### config.mk
export PLATFORM = sky130hd
export DESIGN_NAME = flit_forwarder
export DESIGN_NICKNAME = d
export VERILOG_FILES = /design/src/rtl/flit_forwarder.sv
export SDC_FILE = /design/constraint.sdc
export NUM_CORES = 1
export LEC_CHECK = 0
export ABC_AREA = 1
export CAP_MARGIN = 20
export CORE_MARGIN = 2
export CORE_UTILIZATION = 30
export DETAILED_ROUTE_END_ITERATION = 8
export GPL_TIMING_DRIVEN = 0
export PLACE_DENSITY = 0.54
export SLEW_MARGIN = 20
export SYNTH_ARGS = -nofsm -noshare
export SYNTH_HDL_FRONTEND = slang
export SYNTH_SLANG_ARGS = --single-unit
### constraint.sdc
create_clock -name clock -period 1.3 [get_ports clock]
set_clock_uncertainty 0.05 [all_clocks]
set_input_delay 0.195 -clock clock [delete_from_list [all_inputs] [get_ports clock]]
set_output_delay 0.195 -clock clock [all_outputs]
set_load 0.01 [all_outputs]
### src/rtl/flit_forwarder.sv
// Read-side controller for one router input port: drains the port buffer,
// requests a route per packet and streams header, size and payload flits.
`ifndef TAM_FLIT
`define TAM_FLIT 16
`endif
`ifndef TAM_BUFFER
`define TAM_BUFFER 4
`endif

module flit_forwarder #(
    parameter int WIDTH = `TAM_FLIT,
    parameter int DEPTH = `TAM_BUFFER
) (
    input  logic                     clock,
    input  logic                     reset,
    input  logic [WIDTH-1:0]         head,
    input  logic [$clog2(DEPTH):0]   counter,
    output logic                     pull,
    output logic                     h,
    input  logic                     ack_h,
    output logic [WIDTH-1:0]         data_out,
    output logic                     data_av,
    input  logic                     data_ack,
    output logic                     sender,
    output logic                     eop
);

    typedef enum logic [2:0] {
        S_IDLE,
        S_ROUTE,
        S_HDR,
        S_SIZE,
        S_PAYLOAD
    } state_t;

    state_t           state;
    logic [WIDTH-1:0] remaining;
    logic             nonempty;
    logic             size_zero;
    logic             last_payload;

    assign nonempty     = (counter != '0);
    assign size_zero    = (head == '0);
    assign last_payload = (remaining == WIDTH'(1));

    // Flits are presented straight from the buffer front: no output latency.
    assign data_out = head;
    assign data_av  = sender & nonempty;
    assign pull     = data_av & data_ack;
    assign eop      = pull & (((state == S_SIZE) & size_zero) |
                              ((state == S_PAYLOAD) & last_payload));

    always_ff @(posedge clock or posedge reset) begin
        if (reset) begin
            state     <= S_IDLE;
            remaining <= '0;
            h         <= 1'b0;
            sender    <= 1'b0;
        end else begin
            case (state)
                S_IDLE: begin
                    if (nonempty) begin
                        h     <= 1'b1;
                        state <= S_ROUTE;
                    end
                end
                S_ROUTE: begin
                    if (ack_h) begin
                        h      <= 1'b0;
                        sender <= 1'b1;
                        state  <= S_HDR;
                    end
                end
                S_HDR: begin
                    if (pull)
                        state <= S_SIZE;
                end
                S_SIZE: begin
                    if (pull) begin
                        remaining <= head;
                        if (size_zero) begin
                            sender <= 1'b0;
                            state  <= S_IDLE;
                        end else begin
                            state <= S_PAYLOAD;
                        end
                    end
                end
                S_PAYLOAD: begin
                    // remaining only moves on an accepted flit, so underflow stalls hold it
                    if (pull) begin
                        remaining <= remaining - WIDTH'(1);
                        if (last_payload) begin
                            sender <= 1'b0;
                            state  <= S_IDLE;
                        end
                    end
                end
                default: begin
                    h      <= 1'b0;
                    sender <= 1'b0;
                    state  <= S_IDLE;
                end
            endcase
        end
    end

endmodule
# ---- Word level (Yosys, flattened, before mapping)
# Index checks and enable logic that the tools add are counted.
dict set report totals {
  ff_bits 21
  word_cells 55
}
dict set report classes {
  mux 20
  n_addsub 1
  eq_ne 12
  reduce_logical 10
  n_bitwise 8
}
# operator n
set ops {}
lappend ops {{2-to-1 mux 16 bit} 2}
lappend ops {{one-hot mux 16 bit (2 select lines)} 1}
lappend ops {{2-to-1 mux 3 bit} 7}
lappend ops {{== test 16 x 1 -> 1 bit (second input constant)} 1}
lappend ops {{zero test 16 bit} 1}
lappend ops {{subtractor 16 x 1 -> 16 bit (second input constant)} 1}
lappend ops {{one-hot mux 3 bit (5 select lines)} 1}
lappend ops {{!= test 2 bit (second input constant)} 7}
lappend ops {{AND reduction 6 bit} 2}
lappend ops {{2-to-1 mux 1 bit} 7}
lappend ops {{== test 3 x 2 -> 1 bit (second input constant)} 2}
lappend ops {{AND reduction 3 bit} 2}
lappend ops {{bitwise AND 1 bit} 5}
lappend ops {{one-hot mux 1 bit (4 select lines)} 1}
lappend ops {{== test 3 x 1 -> 1 bit (second input constant)} 1}
lappend ops {{== test 3 bit (second input constant)} 1}
lappend ops {{zero test 3 bit} 1}
lappend ops {{one-hot mux 1 bit (3 select lines)} 1}
lappend ops {{nonzero test 3 bit} 1}
lappend ops {{OR reduction 3 bit} 1}
lappend ops {{inverter 1 bit} 2}
lappend ops {{nonzero test 2 bit} 1}
lappend ops {{OR reduction 2 bit} 1}
lappend ops {{OR 1 bit} 1}

# ---- Longest topological paths before layout
dict set report logic_depth {
  word_depth 5
  mapped_depth 10
}

# ---- Worst setup path before layout
# Ideal clock, no wire load.
dict set report synth_path {
  path_type {flip-flop to output port}
  startpoint {register state[1]}
  endpoint {output port eop}
  slack_ps -140
  arrival_ps 1195
  path_stages_with_launch 7
  path_cell_list {dfrtp_1 > inv_2 > nand3_4 > inv_2 > buf_2 > nand4_1 > a21oi_1}
}
dict set report synth_via {
  elab_chain_cells 4
  word_cells_on_any_way 6
  cone_classes {eq/ne: 2; bitwise: 4}
}
# item line
set synth_lines {}
lappend synth_lines {{start, declared} 36} ;# state_t state;
lappend synth_lines {{start signal, assigned} 55} ;# state <= S_IDLE;
lappend synth_lines {{start signal, assigned} 64} ;# state <= S_ROUTE;
lappend synth_lines {{start signal, assigned} 71} ;# state <= S_HDR;
lappend synth_lines {{== test 3 x 2 -> 1 bit or == test 3 bit (tied branches)} {50, 51}}
lappend synth_lines {{bitwise AND 1 bit, on equally long branches} {50, 51}}
lappend synth_lines {{OR 1 bit (*)} 50} ;# assign eop = pull & (((state == S_SIZE) & size_zero) |
lappend synth_lines {{bitwise AND 1 bit (*)} 50}
lappend synth_lines {{end, declared} 25} ;# output logic eop
# Mark *: on every way between the ends. The rest lies on a longest branch, timed or not.

# ---- Worst setup path in the final report
dict set report layout_path {
  startpoint {register remaining[1]}
  endpoint {output port eop}
}
dict set report layout_via {
  elab_chain_cells 4
}
# item line
set layout_lines {}
lappend layout_lines {{start, declared} 37} ;# logic [WIDTH-1:0] remaining;
lappend layout_lines {{start signal, assigned} 92} ;# remaining <= remaining - WIDTH'(1);
lappend layout_lines {{== test 16 x 1 -> 1 bit} 44} ;# assign last_payload = (remaining == WIDTH'(1));
lappend layout_lines {{bitwise AND 1 bit} 51} ;# ((state == S_PAYLOAD) & last_payload));
lappend layout_lines {{OR 1 bit} 50}
lappend layout_lines {{bitwise AND 1 bit} 50}
# Every way passes these cells.

==> run summary <==
SYNTHESIS
-----------------------------------------------------------------------------------------------------
Post-Syn Instances                                                                                264
Mean post-synth cell area                                                                   6.45 um^2
Synth Net Count                                                                                   289
Share of the synthesized area in compound gates (AO/OA/AOI/OAI)                                 0.149
Post-synthesis share of cell area spent on full adders, half adders and majority gates         0.0147
Area fraction in and, or, nand and nor cells after synthesis                                    0.351
Synth top area share                                                                            0.309
Synth warn                                                                                          0
#FFs+latches synth                                                                                 21
Synth Area in XOR/XNOR                                                                        0.00515
Cell taking the most area after synthesis                                                     dfrtp_1
Cell Area, Synth                                                                            1700 um^2
Count of different cell masters after synthesis                                                    29
Ranking of synthesized cells by area                                                     dfrtp_1 (31%), nand2_1 (15%), nor2_1 (9.5%)
Register area share after synthesis                                                             0.309
Combinational family with the most area after synthesis                                  simple AND/OR/NAND/NOR gates
Share of synthesized area spent on multiplexers                                                     0

SETUP PATH
-----------------------------------------------------------------------------------------------------
Capturing element type of the critical path                                                output pin
WP data arrival                                                                               1.57 ns
Critical path start-end classification                                                     reg -> out
Worst Reg2Reg Path Length in Cells                                                                 10
CP required                                                                                   1.05 ns
Type of origin of the critical path                                                              flop
Largest driver fanout on the critical path                                                          3

POWER AND IR DROP
-----------------------------------------------------------------------------------------------------
Leakage power summed over all cells                                                        0.00139 uW
Peak supply drop                                                                              1.22 mV
Total power divided by cell area                                                         1770 nW/um^2

CTS
-----------------------------------------------------------------------------------------------------
Clock tree from TritonCTS                                                                         yes
Clock slew seen by the registers of the worst setup and hold paths                            0.09 ns
CTS Root Buffer Type                                                                         clkbuf_8
Clock latency on the worst-skew pair                                                          0.27 ns
Total CTS buffers                                                                                   3
Clock sink count                                                                                   21
Clock H-tree levels                                                                                 1
Maximum clock path buffer count                                                                     2
Number of buffers inserted for hold repair after clock tree synthesis                               0

LAYOUT
-----------------------------------------------------------------------------------------------------
Final nets                                                                                        377
Leading cell type in the layout, fill and taps excluded                                       nand2_1
Finished Layout Cells                                                                             423
Most used cells in the layout excluding fill and tap cells                               nand2_1 (55), buf_4 (43), nor2_1 (29)
Diodes inserted                                                                                     0
Proportion of layout cells with a drive suffix above 1                                          0.410
Layout overhead on the synthesized area                                                         69.2%

STA
-----------------------------------------------------------------------------------------------------
Post-route fraction of the period consumed by the critical path                                  1.39
Unrepaired setup endpoints after global routing                                                  true
Min cycle time layout                                                                         1.81 ns
Count of final setup violators                                                                     23
Maximum clock frequency                                                                       552 MHz
Min setup slack post-route                                                                  -0.512 ns
Max-Slew Margin vs Limit                                                                        0.654
Final Max Slew Viols                                                                                0
Final total negative setup slack                                                             -5.21 ns
Fin. Hold Viols                                                                                     0
Slew at the pin closest to its max-slew limit                                                0.518 ns

DIE
-----------------------------------------------------------------------------------------------------
Initial core utilization                                                                        0.309
Row count                                                                                          27
Die outline area                                                                            6290 um^2
Area of the placeable core                                                                  5510 um^2
Die Wd                                                                                        79.3 um
Count of pins on the block boundary                                                                44
Vertical die dimension                                                                        79.3 um

PLACEMENT
-----------------------------------------------------------------------------------------------------
Routability-driven placement congestion ratio                                                   0.852
Number of port buffers                                                                             43
Placed wire-length estimate                                                                   3620 um
# placed instances                                                                                379

GLOBAL ROUTE
-----------------------------------------------------------------------------------------------------
Initial antenna violation count                                                                     0
Number of global-route vias before repair                                                        2044
Final global-route overflow total                                                                   0
First-pass GRT wire length                                                                    9580 um
Pin count of the biggest net entering global routing                                               22
GRT Resource Usage Total                                                                        0.195

ROUTE
-----------------------------------------------------------------------------------------------------
Detail-routed via count per cell                                                                 4.82
Residual antenna-violating net count after detailed routing                                         0
Routed wire length                                                                            5870 um
First-pass iteration count of the detailed router                                                   4
Remaining DRCs                                                                                      0
Via count                                                                                        2039
Routed wire per std cell                                                                      13.9 um
DR iter-0 viols                                                                                   137

WORST HOLD PATH
-----------------------------------------------------------------------------------------------------
Cell depth of the worst min-delay path                                                              3
Worst min path class                                                                        in -> reg

STATUS
-----------------------------------------------------------------------------------------------------
Status                                                                                   finished with violations
Violated checks                                                                          negative setup slack

FLOW RUN
-----------------------------------------------------------------------------------------------------
Number of maximum-capacitance violations                                                            0

synth_stat cells:
| library cell | n |
|---|---|
| a21oi_1 | 6 |
| a21oi_2 | 1 |
| a31oi_1 | 1 |
| buf_2 | 2 |
| buf_4 | 17 |
| buf_6 | 2 |
| clkbuf_1 | 1 |
| dfrtp_1 | 21 |
| ha_1 | 2 |
| inv_1 | 29 |
| inv_2 | 5 |
| nand2_1 | 66 |
| nand2_2 | 1 |
| nand3_1 | 12 |
| nand3_2 | 1 |
| nand3_4 | 1 |
| nand4_1 | 5 |
| nor2_1 | 43 |
| nor2_2 | 5 |
| nor2_4 | 1 |
| nor3_1 | 3 |
| o211ai_1 | 6 |
| o21a_1 | 1 |
| o21ai_0 | 22 |
| o21ai_1 | 6 |
| o21ai_2 | 1 |
| o22ai_1 | 1 |
| or2_2 | 1 |
| xor2_1 | 1 |
area by class of cell:
class,count,area (um^2)
plain buffers,22,191
inverters,34,139
repair buffers,83,762
well taps,72,90.1
multi-input cells,187,1120
flip-flops and latches,21,529
clock buffers,4,45.0
fillers,561,2630
worst max-delay path, cell delays in order (launching register included):
cell,delay [ns]
dfrtp_1,0.40
inv_2,0.09
ha_4,0.13
nand4_1,0.11
nor2_1,0.11
nand4_1,0.12
a21oi_2,0.18
buf_2,0.15
cells by family after synthesis:
kind of cell	Yosys count
AOI/OAI and AO/OA	45
buffers and inverters	56
xor gates and xnor gates	1
DFF	21
and+or+nand+nor	139
adders and majority gates	2
flip-flops by register name, summed over array words and instances (netlist names):
register / count
remaining: 16
sender: 1
h: 1
state: 3
metrics by stage:
stage                     setup slack, ns  hold slack (ns)  total power, uW  utilization  area (um^2)
final                              -0.512            0.222             5100        0.523         2880
after global placement             -0.860            0.436             3250        0.410         2260
after global routing               -0.586            0.246             5510        0.523         2880
after detailed placement           -0.824            0.435             3260        0.410         2260
after CTS                          -0.452            0.314             4640        0.497         2740
after floorplan                   -0.0468            0.122             2650            -         1740
repair_timing:
| item | CTS | global route |
|---|---|---|
| setup buffers | 30 | 11 |
| endpoints found under the hold margin | 0 | 0 |
| endpoints found under the setup margin | 42 | 35 |
| pin swaps | 34 | 19 |
| cloned | 3 | 0 |
| resized for setup | 123 | 46 |
worst paths after layout:
check | startpoint | slack (ns) | to
worst max register to register | state[0] | -0.27 | remaining[5]
max in group asynchronous | reset | 0.63 | state[2]
min in group asynchronous | reset | 0.24 | remaining[2]
worst max-delay path | remaining[1] | -0.51 | eop
worst min-delay path | head[3] | 0.22 | remaining[3]
worst min register to register | h | 0.47 | h
report_power, final:
part / leakage [uW] / total (uW) / switching, uW / internal (uW)
combinational: 0.00111 / 3320 / 1790 / 1530
sequential: 0.000252 / 1310 / 350 / 962
clock: 0.0000228 / 469 / 249 / 220
total: 0.00139 / 5100 / 2390 / 2710
metal layers:
layer,vias up,track usage,share of wire
met4,0,0.0707,0.019
met2,69,0.341,0.51
met5,-,0,0
met1,949,0.236,0.42
li1,1009,-,-
met3,12,0.0409,0.056
(Power assumes the default switching activity.)
